$ cat src/rtl/ring_scan_mux.sv
// Time-multiplexed channel selector driven by its own one-hot ring counter.
// Each unmasked channel is held for DWELL cycles and routed to out; masked channels are skipped.
module ring_scan_mux #(
  parameter int CHANNELS = 3,
  parameter int WIDTH    = 1,
  parameter int DWELL    = 1000
) (
  input  logic                      clock,
  input  logic                      reset,
  input  logic                      enable,
  input  logic [CHANNELS-1:0]       channel_mask,
  input  logic [CHANNELS*WIDTH-1:0] data_in,
  output logic [WIDTH-1:0]          out,
  output logic [CHANNELS-1:0]       ring_counter,
  output logic                      frame_done
);

  localparam int DW = (DWELL > 1) ? $clog2(DWELL) : 1;
  localparam int IW = $clog2(CHANNELS);

  logic [DW-1:0]       dwell_count;
  logic [DW-1:0]       dwell_next;
  logic [CHANNELS-1:0] ring_next;
  logic                frame_next;
  logic [IW-1:0]       cur_idx;
  logic [IW-1:0]       lowest_idx;
  logic [IW-1:0]       above_idx;
  logic                have_above;
  logic [IW-1:0]       target_idx;

  always_comb begin
    cur_idx = '0;
    for (int i = 0; i < CHANNELS; i++) begin
      if (ring_counter[i]) cur_idx = IW'(i);
    end
  end

  // Descending scan leaves the lowest matching index in each result.
  always_comb begin
    lowest_idx = '0;
    above_idx  = '0;
    have_above = 1'b0;
    for (int i = CHANNELS - 1; i >= 0; i--) begin
      if (channel_mask[i]) begin
        lowest_idx = IW'(i);
        if (i > int'(cur_idx)) begin
          above_idx  = IW'(i);
          have_above = 1'b1;
        end
      end
    end
    target_idx = have_above ? above_idx : lowest_idx;
  end

  always_comb begin
    out = '0;
    for (int i = 0; i < CHANNELS; i++) begin
      out = out | (data_in[i*WIDTH +: WIDTH] & {WIDTH{ring_counter[i]}});
    end
  end

  // A move without a higher enabled channel is a wrap, which ends the frame.
  always_comb begin
    ring_next  = ring_counter;
    dwell_next = dwell_count;
    frame_next = 1'b0;
    if (channel_mask == '0) begin
      ring_next  = '0;
      dwell_next = '0;
    end else if (ring_counter == '0) begin
      if (enable) begin
        ring_next  = CHANNELS'(1) << lowest_idx;
        dwell_next = '0;
      end
    end else if ((ring_counter & channel_mask) == '0) begin
      ring_next  = CHANNELS'(1) << target_idx;
      dwell_next = '0;
      frame_next = ~have_above;
    end else if (!enable) begin
      ring_next  = ring_counter;
      dwell_next = dwell_count;
    end else if (dwell_count == DW'(DWELL - 1)) begin
      ring_next  = CHANNELS'(1) << target_idx;
      dwell_next = '0;
      frame_next = ~have_above;
    end else begin
      dwell_next = dwell_count + DW'(1);
    end
  end

  always_ff @(posedge clock) begin
    if (reset) begin
      ring_counter <= '0;
      dwell_count  <= '0;
      frame_done   <= 1'b0;
    end else begin
      ring_counter <= ring_next;
      dwell_count  <= dwell_next;
      frame_done   <= frame_next;
    end
  end

endmodule

$ cat config.mk
export PLATFORM = sky130hd
export DESIGN_NAME = ring_scan_mux
export DESIGN_NICKNAME = d
export VERILOG_FILES = /design/src/rtl/ring_scan_mux.sv
export SDC_FILE = /design/constraint.sdc
export NUM_CORES = 1
export LEC_CHECK = 0
export CAP_MARGIN = 20
export CORE_ASPECT_RATIO = 1.5
export CORE_MARGIN = 2
export CORE_UTILIZATION = 25
export DETAILED_ROUTE_END_ITERATION = 6
export PLACE_DENSITY = 0.51
export SYNTH_ARGS = -nofsm -noshare
export SYNTH_HDL_FRONTEND = slang
export SYNTH_SLANG_ARGS = --single-unit
$ cat constraint.sdc
create_clock -name clock -period 1.8 [get_ports clock]
set_input_delay 0.36 -clock clock [delete_from_list [all_inputs] [get_ports clock]]
set_output_delay 0.36 -clock clock [all_outputs]
set_load 0.02 [all_outputs]
### After elaboration in Yosys (flattened, before gate mapping)

Index checks and enable logic that the tools add are counted.

| storage, ports and cells | value |
|---|---|
| register bits after elaboration | 14 |
| logic and storage cells | 53 |
| output and inout port bits | 5 |
| bits of input ports | 9 |

| cells by class | value |
|---|---|
| add/sub/neg operators | 1 |
| eq/ne operators | 2 |
| bitwise gates (word level) | 7 |
| order comparisons | 2 |
| multiplexer cells | 27 |
| reduce and logical (&&, ||, !) cells | 9 |
| shift-type cells | 2 |

Operators by type and width:

| operator | number |
|---|---|
| $mux W10 | 5 |
| $mux W2 | 9 |
| $mux W3 | 5 |
| $add A10 B1 Y10 const B | 1 |
| $eq A10 B10 Y1 const B | 1 |
| $logic_not A3 Y1 | 3 |
| $mux W1 | 8 |
| $shl A1 B2 Y3 const A | 2 |
| $and A1 B1 Y1 | 3 |
| $and A3 B3 Y3 | 1 |
| $reduce_and A3 Y1 | 1 |
| $reduce_bool A3 Y1 | 1 |
| $reduce_or A3 Y1 | 1 |
| $gt A1 B2 Y1 const A | 1 |
| $gt A2 B2 Y1 const A | 1 |
| $ne A2 B2 Y1 const B | 1 |
| $or A1 B1 Y1 | 2 |
| $reduce_and A2 Y1 | 1 |
| $reduce_bool A2 Y1 | 1 |
| $reduce_or A2 Y1 | 1 |
| $not A1 Y1 | 1 |

### Logic depth before layout (Yosys ltp)

Gate-level depths: netlist of the first run.

| depth | value |
|---|---|
| depth after elaboration | 13 |
| gate-level depth with buffers | 7 |
| depth with buffers taken out | 6 |

### Worst setup path before layout of the first run

Ideal clock, no wire load.

| path | value |
|---|---|
| path kind | reg-to-reg |
| start | reg ring_counter[1] |
| end | reg ring_counter[1] |
| library setup time | 0.070 ns |
| path buffers | 2 |
| period minus slack after synthesis | 1.831 ns |
| stages on the path, launching flop included | 8 |
| data arrival time | 1.761 ns |
| setup slack | -0.031 ns |
| required time | 1.730 ns |
| path through | dfxtp_1 -> clkbuf_2 -> a222oi_1 -> a31oi_1 -> or2_1 -> buf_6 -> or3b_1 -> a21oi_1 |

| between the ends | value |
|---|---|
| longest elaborated chain between the ends | 13 |
| elaborated cells on any way between the ends | 25 |
| those cells by class | 2 x order compare; 1 x eq/ne; 1 x shift; 15 x mux; 1 x bitwise; 5 x reduce/logical |

Ends and longest elaborated chain:

| item | line | text |
|---|---|---|
| start: declaration | 14 | `output logic [CHANNELS-1:0] ring_counter,` |
| start signal: assignment | 97 | `ring_counter <= ring_next;` |
| $mux W1 | 34 | `if (ring_counter[i]) cur_idx = IW'(i);` |
| $mux W2 | 34 |  |
| $gt A2 B2 Y1 | 46 | `if (i > int'(cur_idx)) begin` |
| $mux W1 / $mux W2 (equally long branches) | 46 |  |
| $mux W1 / $mux W2 (equally long branches) | 44 | `if (channel_mask[i]) begin` |
| $mux W1 / $mux W2 (equally long branches) | 46 |  |
| $mux W1 / $mux W2 (equally long branches) | 44 |  |
| $mux W2 | 52 | `target_idx = have_above ? above_idx : lowest_idx;` |
| $shl A1 B2 Y3 | 76, 83 |  |
| $mux W3 | 82 | `end else if (dwell_count == DW'(DWELL - 1)) begin` |
| $mux W3 | 79 | `end else if (!enable) begin` |
| $mux W3 | 75 | `end else if ((ring_counter & channel_mask) == '0) begin` |
| $mux W3 | 70 | `end else if (ring_counter == '0) begin` |

Several ways; a longest one is shown, not always the timed one. The select of a mux whose other input is x is not followed.
A chain may end at the register's enable or synchronous reset.

### Final worst setup path of the first run

| path | value |
|---|---|
| start | in channel_mask[0] |
| end | reg ring_counter[1] |

| between the ends | value |
|---|---|
| longest elaborated chain between the ends | 7 |
| elaborated cells on any way between the ends | 16 |
| those cells by class | 2 x shift; 7 x mux; 1 x bitwise; 6 x reduce/logical |

Ends and longest elaborated chain:

| item | line | text |
|---|---|---|
| start: declaration | 11 | `input logic [CHANNELS-1:0] channel_mask,` |
| $mux W2 | 44 |  |
| $mux W2 | 52 |  |
| $shl A1 B2 Y3 | 76, 83 |  |
| $mux W3 | 82 |  |
| $mux W3 | 79 |  |
| $mux W3 | 75 |  |
| $mux W3 | 70 |  |

Several ways; a longest one is shown, not always the timed one. The select of a mux whose other input is x is not followed.

==> metrics, run 1 <==
Total Power=838.7 uW; crit share post-route=94.89%; outcome=complete, no violations; n_diodes=0; Slew @ Worst Pin=0.3703 ns; main area contributors after synthesis=dfxtp_1, xnor2_1, nor2_1, nand2_1, a21oi_1; Post-synth top flop=dfxtp_1; R2R Setup Slk=0.12 ns; Syn Nets=101; Fin Hold WS=0.4770 ns; total core area=2853 um2; Layout fillers=296; Period minus WS final=1.708 ns; PortBufs=13; Synth area leader=dfxtp_1; Setup Skew=0.0009474 ns; CP max FO=5; Yosys top cell area share=38.36%; post-synthesis sequential area ratio=38.36%; Longest Clk Path Bufs=2; DR vias=758; Post-Place Worst Slack=-0.4600 ns; pins over their slew limit=0; Final Non-Filler Cells=161; PnR worst setup slack=0.09200 ns; Final HPWL DP=1377 um; Mean Syn Cell Area=8.030 um2; PwrDens=785.9 nW/um2; CP Capture Type=flop; global-route wire length before repair=3049 um; share of layout cells above drive strength 1=23.77%; Critical R2R Launch=ring_counter[1]$_SDFFE_PP0P_; P_leak=0.0003935 uW; synth warn=0; Final Setup Violations=0; total grt overflow=0; die area=3380 um2; CP arrival=1.88 ns; CTS tree=yes; Hold Path Origin=dwell_count[0]$_SDFFE_PP0P_; Worst R2R Path Depth=5; TritonCTS Sinks=14; maximum VDD drop=0.3471 mV; Routed WL per cell=11.16 um; RSZ-0062 raised after global routing=false; Crit Path Class=input port to flop; post-route ant nets=0; Detailed Routing Iterations Pass 1=4; Inst Count DP=156; clk_lat worst skew=0.24 ns; CP required=1.97 ns; NumNets Final=134; Worst Hold Depth=2; Seq. cell area=285.3 um2; hold worst-path end=dwell_count[0]$_SDFFE_PP0P_; H-Tree Depth=1; top-count cell post-synth=nor2_1; drt drc=0; Initial Util=25.61%; Fmax=0.5855 GHz; initial DRC count=25; Max transition margin=75.05%; max-cap check violation count=0; Tot GR Track Use=12.18%; area of the mapped netlist=730.7 um2; Vias/cell=4.708; Hold Vio Cnt, Final=0; Post-synth ARST share=0%; Hold Crit Class=flop to flop; Post-Syn Instances=91; vias in the first global route=785; TritonCTS Buffers=3; WL final=1797 um; num rows=24; root buffer cell=clkbuf_8; flip-flop and latch count after synthesis=14; Post-synth EDFFs=0; IO Count=14; Startpoint Class=input port; footprint of the multi-input gates=422.9 um2; Area Overhead vs Synth=46.06%; largest net degree at the start of global routing=10; Worst-path clk slew=0.05 ns; CTS Hold Buffers Added=0; commonest cells in the netlist=nor2_1, dfxtp_1, nand2_1, xnor2_1, a21oi_1; Yosys cell types=31; die height=70.22 um; die width=48.14 um; Reg-to-Reg End=dwell_count[2]$_SDFFE_PP0P_; GPL Wtd Cong=0.8018; initial antenna violation count=0
layout make-up:
| type | instances | share of cell area [%] |
|---|---|---|
| Clock buffer | 3 | 3.869 |
| Inverter | 3 | 1.055 |
| Multi-Input combinational cell | 71 | 39.63 |
| Sequential cell | 14 | 26.73 |
| Tap cell | 39 | 4.572 |
| Timing Repair Buffer | 31 | 24.15 |
registers in the layout, indices dropped and copies added, names as in the netlist:
register	flops
ring_counter	3
dwell_count	10
frame_done	1
cells in the final DEF, fill, tap and decap left out, drive strengths merged:
cell            n
clkbuf          3
dfxtp          14
nor2           15
o32ai           1
xnor2           8
o21ai           2
a22oi           1
dlygate4sd2     2
buf            19
nor2b           1
clkdlybuf4s50   9
a21oi           5
nand2b          1
o22ai           1
nand3           4
ha              1
or2             2
a31oi           2
a222oi          2
nor3            4
inv             3
nand4           2
nor4            2
and4            1
and4bb          1
nor3b           1
or3b            1
a32oi           1
or3             2
nand2           9
clkdlybuf4s15   1
nand3b          1
routing by layer:
layer  GRT usage, %  vias to the layer above  part of all wire, %
met1          13.14                      348                   45
met4          5.405                        0                  1.7
met3          2.326                        4                  4.2
met2          21.05                       17                   49
li1               -                      389                    -
met5              0                        -                    0
logic make-up after synthesis:
| logic type | after synthesis | share of synthesized area [%] |
|---|---|---|
| flip-flops | 14 | 38.36 |
| XOR/XNOR | 8 | 9.589 |
| AND/OR/NAND/NOR | 47 | 32.54 |
| buffers and inverters | 6 | 4.279 |
| adder cells (fa/ha/maj) | 1 | 1.712 |
| AO/OA/AOI/OAI | 15 | 13.53 |
through the flow:
step,setup TNS [ns],cell area [um2],util [%]
floorplan,0,743.2,-
global placement,-3.646,1013,35.53
detailed placement,-4.232,1013,35.53
CTS,0,1067,37.41
global route,0,1067,37.41
finish,0,1067,37.41
worst max path at each step:
stage                                       startpoint                           end  cells past startpoint
final                                  channel_mask[0]  ring_counter[1]$_SDFFE_PP0P_                      6
after global routing      ring_counter[1]$_SDFFE_PP0P_   dwell_count[5]$_SDFFE_PP0P_                      5
after CTS                                   data_in[0]                           out                      4
after detailed placement               channel_mask[0]  ring_counter[0]$_SDFFE_PP0P_                      6
after global placement                 channel_mask[0]  ring_counter[1]$_SDFFE_PP0P_                      6
after floorplan           ring_counter[1]$_SDFFE_PP0P_  ring_counter[1]$_SDFFE_PP0P_                      7
critical path: stages:
cell	delay, ns
clkdlybuf4s15_1	0.24
a222oi_1	0.44
a31oi_1	0.09
or2_1	0.27
or3b_1	0.36
a21oi_1	0.12
power by group:
group          internal (uW)  leakage (uW)  switching, uW  total, uW
clock                    148     0.0000216            101        249
sequential               325      0.000115           22.1        347
combinational            130      0.000257            113        243
total                    602      0.000394            236        839
repair_timing:
item,4_1_cts,5_1_grt
setup buffers,2,0
endpoints found under the setup margin,12,3
pin swaps,6,2
resized for setup,6,4
hold endpoints to repair,0,0
(Power assumes the default switching activity.)
==> inputs of run 2 (changes only) <==
--- a/config.mk
+++ b/config.mk
@@ -10,7 +10,7 @@
 export CORE_MARGIN = 2
 export CORE_UTILIZATION = 25
 export DETAILED_ROUTE_END_ITERATION = 6
-export PLACE_DENSITY = 0.51
+export PLACE_DENSITY = 0.58
 export SYNTH_ARGS = -nofsm -noshare
 export SYNTH_HDL_FRONTEND = slang
 export SYNTH_SLANG_ARGS = --single-unit
==> run 2 against run 1 <==
Clock skew about the same; sequential power about the same; core utilization decreased by 1.1 points; combinational power decreased by 10%; largest cell class unchanged; first-iteration DRC count increased by 4.0%; non-clock buffer count decreased by 5; die area unchanged; largest power group unchanged; register-to-register slack got worse by 0.06 ns; critical path type unchanged.
==> metrics, run 2 (synthesized netlist as in run 1, its figures left out) <==
outcome=complete, no violations; Fmax=0.5684 GHz (-2.9%); crit share post-route=97.75% (+2.9 points); CP required=1.97 ns (about the same); Int Pwr=580.9 uW (-3.6%); num rows=24 (unchanged); P_leak=0.0003708 uW (-5.8%); CP arrival=1.93 ns (+0.05 ns); Startpoint Class=input port; final setup TNS=0 ns (unchanged); TritonCTS Buffers=3 (unchanged); maximum VDD drop=0.4811 mV (+39%); Area Overhead vs Synth=41.61%; Routed WL per cell=11.53 um (+3.3%); total core area=2853 um2 (unchanged); initial antenna violation count=0 (unchanged); die height=70.22 um (unchanged); Longest Clk Path Bufs=2 (unchanged); GPL Wtd Cong=0.8012 (about the same); Layout fillers=300 (+1.4%); CP Capture Type=flop; die width=48.14 um (unchanged); Period minus WS final=1.759 ns (+0.05141 ns); Seq. cell area=285.3 um2 (unchanged); Final Non-Filler Cells=156 (-3.1%); vias in the first global route=709 (-9.7%); share of layout cells above drive strength 1=22.22% (-1.5 points); Tot GR Track Use=11.50% (-0.68 points); footprint of the multi-input gates=429.2 um2 (+1.5%); global-route wire length before repair=2863 um (-6.1%); Logic pwr share=27.0% (-1.9 points); PwrDens=781.0 nW/um2 (-0.61%); Final HPWL DP=1398 um (+1.5%); total grt overflow=0 (unchanged); WL final=1798 um (about the same); Most flops, register=dwell_count; drt drc=0 (unchanged); Sw Ratio=28.12% (-0.055 points); most frequent cells in the layout=nor2_1, buf_4, dfxtp_1, nand2_1, clkdlybuf4s50_1; Final Setup Violations=0 (unchanged); CP max FO=7 (+2); NetSw=227.3 uW (-3.8%); part of the power in registers=42.9% (+1.5 points); Inst Count DP=152 (-2.6%); H-Tree Depth=1 (unchanged); pins over their slew limit=0 (unchanged); Setup Skew=0.001170 ns (+0.0002222 ns); Top Registers=dwell_count (10), ring_counter (3), frame_done (1); initial DRC count=26 (+4.0%); Hold Vio Cnt, Final=0 (unchanged); Clk pwr share=30.1% (+0.4 points); most common cell after layout, fill and taps aside=nor2_1; Detailed Routing Iterations Pass 1=4 (unchanged); largest net degree at the start of global routing=11 (+1); Slew @ Worst Pin=0.3935 ns (+0.02315 ns); Crit Path Class=input port to flop; Post-Route Utilization=36.27% (-1.1 points); CTS tree=yes; Max transition margin=73.69% (-1.4 points); post-route ant nets=0 (unchanged); DR vias=743 (-2.0%); PortBufs=13 (unchanged); max reg flops=10 (unchanged); NumNets Final=129 (-3.7%); Fin Hold WS=0.4775 ns (+0.0005480 ns); Total Power=808.2 uW (-3.6%); die area=3380 um2 (unchanged); Vias/cell=4.763 (+1.2%); n_diodes=0 (unchanged); Initial Util=25.61% (unchanged); TritonCTS Sinks=14 (unchanged); Hold Crit Class=flop to flop; max-cap check violation count=0 (unchanged); clk_lat worst skew=0.24 ns (about the same); root buffer cell=clkbuf_8; IO Count=14 (unchanged); Worst-path clk slew=0.05 ns (about the same)
[run 2: cell types whose count changed in the layout (fill, tap and decap cells not counted), sizes merged]
cell | before | now
dlygate4sd2 | 2 | 3
buf | 19 | 14
clkdlybuf4s15 | 1 | 0
[run 2: area by class of cell]
type,instances,area share [%]
Multi-Input combinational cell,71,41.48
Clock buffer,3,3.990
Sequential cell,14,27.57
Inverter,3,1.088
Timing Repair Buffer,26,21.16
Tap cell,39,4.716
[run 2: final timing paths]
path / start / endpoint / slack, ns / depth (start not counted)
max: channel_mask[0] / ring_counter[1]$_SDFFE_PP0P_ / 0.04 / 6
min: dwell_count[0]$_SDFFE_PP0P_ / dwell_count[0]$_SDFFE_PP0P_ / 0.48 / 2
min reg2reg: dwell_count[0]$_SDFFE_PP0P_ / dwell_count[0]$_SDFFE_PP0P_ / 0.48 / 2
max reg2reg: dwell_count[1]$_SDFFE_PP0P_ / ring_counter[1]$_SDFFE_PP0P_ / 0.06 / 6
[run 2: power by group through the flow]
stage	Combinational (uW)	Sequential, uW	Clock (uW)
6_report	218	347	243
4_1_cts	211	346	254
3_3_place_gp	204	353	0
5_1_grt	241	350	272
2_1_floorplan	121	357	0
3_5_place_dp	207	353	0
[run 2: stage by stage]
step                cell area [um2]  worst slack (ns)
finish                         1035           0.04059
global route                   1035          -0.01687
CTS                            1025           0.02309
detailed placement            983.4           -0.4116
global placement              983.4           -0.3705
floorplan                     743.2           0.03095
[run 2: what timing repair did]
| item | CTS | global route |
|---|---|---|
| hold buffers | 0 | 0 |
| setup buffers | 0 | 1 |
| setup endpoints to repair | 11 | 3 |
| resized for setup | 7 | 4 |
| pin swaps | 3 | 3 |
[run 2: critical path, cell delays in order]
cell           delay, ns
dlygate4sd2_1       0.25
a222oi_1            0.40
a31oi_1             0.10
or2_4               0.27
or3b_1              0.40
a21oi_2             0.14
[run 2: layer usage]
metal / global-route usage [%] / vias to the layer above / part of all wire [%]
li1: - / 377 / -
met1: 11.84 / 342 / 42
met2: 21.05 / 22 / 53
met3: 2.326 / 2 / 4.1
met4: 3.604 / 0 / 0.67
met5: 0 / - / 0
==> inputs of run 3 (changes only) <==
--- a/config.mk
+++ b/config.mk
@@ -7,7 +7,7 @@
 export LEC_CHECK = 0
 export CAP_MARGIN = 20
 export CORE_ASPECT_RATIO = 1.5
-export CORE_MARGIN = 2
+export CORE_MARGIN = 4
 export CORE_UTILIZATION = 25
 export DETAILED_ROUTE_END_ITERATION = 6
 export PLACE_DENSITY = 0.58
==> run 3 against run 2 <==
Register-to-register slack improved by 0.04 ns; first-iteration DRC count rose by 38%; core utilization rose by 5.7 points; sequential share of layout area fell by 2.4 points; combinational power rose by 43%; final cell count rose by 6.4%.
==> metrics, run 3 (synthesized netlist as in run 1, its figures left out) <==
R2R Setup Slk=0.10 ns (+0.04 ns); drt drc=0 (unchanged); Routed WL per cell=11.81 um (+2.5%); Longest Clk Path Bufs=2 (unchanged); RSZ-0062 raised after global routing=true; GPL Wtd Cong=0.8333 (+4.0%); Hold Vio Cnt, Final=0 (unchanged); pins over their slew limit=0 (unchanged); initial antenna violation count=0 (unchanged); Fmax=0.5893 GHz (+3.7%); most frequent cells in the layout=buf_4, nor2_1, dfxtp_1, clkdlybuf4s50_1; Worst R2R Path Depth=6 (unchanged); Initial Util=26.73% (+1.1 points); M2 GR Usage=20.98% (-0.074 points); GR Util met1=11.89% (+0.047 points); Tot GR Track Use=11.61% (+0.12 points); Most flops, register=dwell_count; CP delay by family, top=simple AND/OR/NAND/NOR gates; CTS Hold Buffers Added=0 (unchanged); die area=3870 um2 (+14%); post-route ant nets=0 (unchanged); die width=52.14 um (+8.3%); CP Capture Type=flop; Detailed Routing Iterations Pass 1=4 (unchanged); CP required=1.98 ns (about the same); PortBufs=13 (unchanged); CP arrival=1.88 ns (-0.05 ns); PnR worst setup slack=0.1031 ns (+0.06248 ns); Top Registers=dwell_count (10), ring_counter (3), frame_done (1); Total Power=910.2 uW (+13%); IO Count=14 (unchanged); crit share post-route=94.27% (-3.5 points); largest net degree at the start of global routing=11 (unchanged); Hold Crit Class=flop to flop; clk_lat worst skew=0.24 ns (about the same); NumNets Final=141 (+9.3%); H-Tree Depth=1 (unchanged); CP max FO=4 (-3); Worst-path clk slew=0.06 ns (about the same); n_diodes=0 (unchanged); Reg-to-Reg End=ring_counter[1]$_SDFFE_PP0P_; Critical R2R Launch=dwell_count[0]$_SDFFE_PP0P_; share of layout cells above drive strength 1=29.46% (+7.2 points); PwrDens=792.5 nW/um2 (+1.5%); Period minus WS final=1.697 ns (-0.06248 ns); Crit Path Class=flop to flop; maximum VDD drop=0.4120 mV (-14%); crit path buf inv count=0 (-1); Hold Path Origin=dwell_count[0]$_SDFFE_PP0P_; DR vias=787 (+5.9%); TritonCTS Sinks=14 (unchanged); max reg flops=10 (unchanged); hold worst-path end=dwell_count[0]$_SDFFE_PP0P_; Vias/cell=4.741 (-0.46%); WL final=1961 um (+9.1%); Area Overhead vs Synth=57.19%; Final Setup Violations=0 (unchanged); TritonCTS Buffers=3 (unchanged); num rows=23 (-4.2%); Worst Hold Depth=2 (unchanged); max incr delay on CP=0.38 ns (-0.02 ns); footprint of the multi-input gates=440.4 um2 (+2.6%); Startpoint Class=flop; Max transition margin=74.00% (+0.31 points); total core area=2734 um2 (-4.2%); outcome=complete, no violations; most common cell after layout, fill and taps aside=buf_4; Post-Place Worst Slack=-0.4000 ns (+0.01164 ns); Setup Skew=0.003614 ns (+0.002444 ns); Final HPWL DP=1393 um (-0.36%); Critical Path, Cell by Cell=ha_1 > and4bb_2 > a31oi_1 > or2_1 > or3b_4 > a21oi_2; global-route wire length before repair=3387 um (+18%); grt met3 use=2.605% (+0.28 points); vias in the first global route=836 (+18%); Layout fillers=279 (-7.0%); Slew @ Worst Pin=0.3900 ns (-0.003482 ns); max-cap check violation count=0 (unchanged); Seq. cell area=289.0 um2 (+1.3%); grt peak-use layer=met2; CTS tree=yes; initial DRC count=36 (+38%); die height=74.22 um (+5.7%); P_leak=0.0004411 uW (+19%); CP max-delay cell=or3b_4; root buffer cell=clkbuf_8; total grt overflow=0 (unchanged)
[run 3: changes by cell type in the layout (fill, tap and decap cells not counted), sizes merged]
cell  change
buf      +12
[run 3: metal layers]
layer | up-vias | wire [um]
met5 | - | 0
met4 | 0 | 74
met3 | 7 | 118
met2 | 27 | 964
met1 | 350 | 804
li1 | 403 | -
[run 3: report_power, final]
| group | leakage (uW) | internal (uW) | switching (uW) |
|---|---|---|---|
| clock | 0.0000216 | 148 | 106 |
| combinational | 0.000304 | 176 | 135 |
| sequential | 0.000115 | 325 | 20.6 |
[run 3: layout make-up]
| cell class | count | share of cell area (%) |
|---|---|---|
| clock buffers | 3 | 3.595 |
| inverters | 3 | 0.9804 |
| well taps | 37 | 4.031 |
| repair buffers | 38 | 27.89 |
| multi-input cells | 71 | 38.34 |
| flip-flops and latches | 14 | 25.16 |
[run 3: repair_timing]
action	CTS	global route
pin swaps	7	3
gates resized for setup	7	10
setup endpoints to repair	11	14
setup buffers	8	1
[run 3: worst max path at each step]
| stage | start | to | slack, ns | cells past startpoint |
|---|---|---|---|---|
| 2_1_floorplan | ring_counter[1]$_SDFFE_PP0P_ | ring_counter[1]$_SDFFE_PP0P_ | 0.03 | 7 |
| 3_3_place_gp | channel_mask[0] | dwell_count[2]$_SDFFE_PP0P_ | -0.32 | 7 |
| 3_5_place_dp | channel_mask[0] | dwell_count[2]$_SDFFE_PP0P_ | -0.40 | 7 |
| 4_1_cts | data_in[0] | out | 0.03 | 4 |
| 5_1_grt | ring_counter[0]$_SDFFE_PP0P_ | ring_counter[1]$_SDFFE_PP0P_ | -0.08 | 5 |
| 6_report | dwell_count[0]$_SDFFE_PP0P_ | ring_counter[1]$_SDFFE_PP0P_ | 0.10 | 6 |
[run 3: through the flow]
| step | util [%] | std cells | TNS, ns | hold slack, ns | instance area, um2 |
|---|---|---|---|---|---|
| 3_5_place_dp | 36.98 | 154 | -4.324 | 0.5006 | 1011 |
| 2_1_floorplan | - | 91 | 0 | 0.4559 | 743.2 |
| 4_1_cts | 40.69 | 165 | 0 | 0.5054 | 1112 |
| 5_1_grt | 42.01 | 166 | -0.1781 | 0.5316 | 1149 |
| 3_3_place_gp | 36.98 | 154 | -3.554 | 0.4748 | 1011 |
| 6_report | 42.01 | 166 | 0 | 0.5095 | 1149 |
[run 3: worst min-delay path, cell delays in order, from the launching register on]
cell     delay (ns)
dfxtp_1        0.33
nand2_1        0.07
a21oi_1        0.06
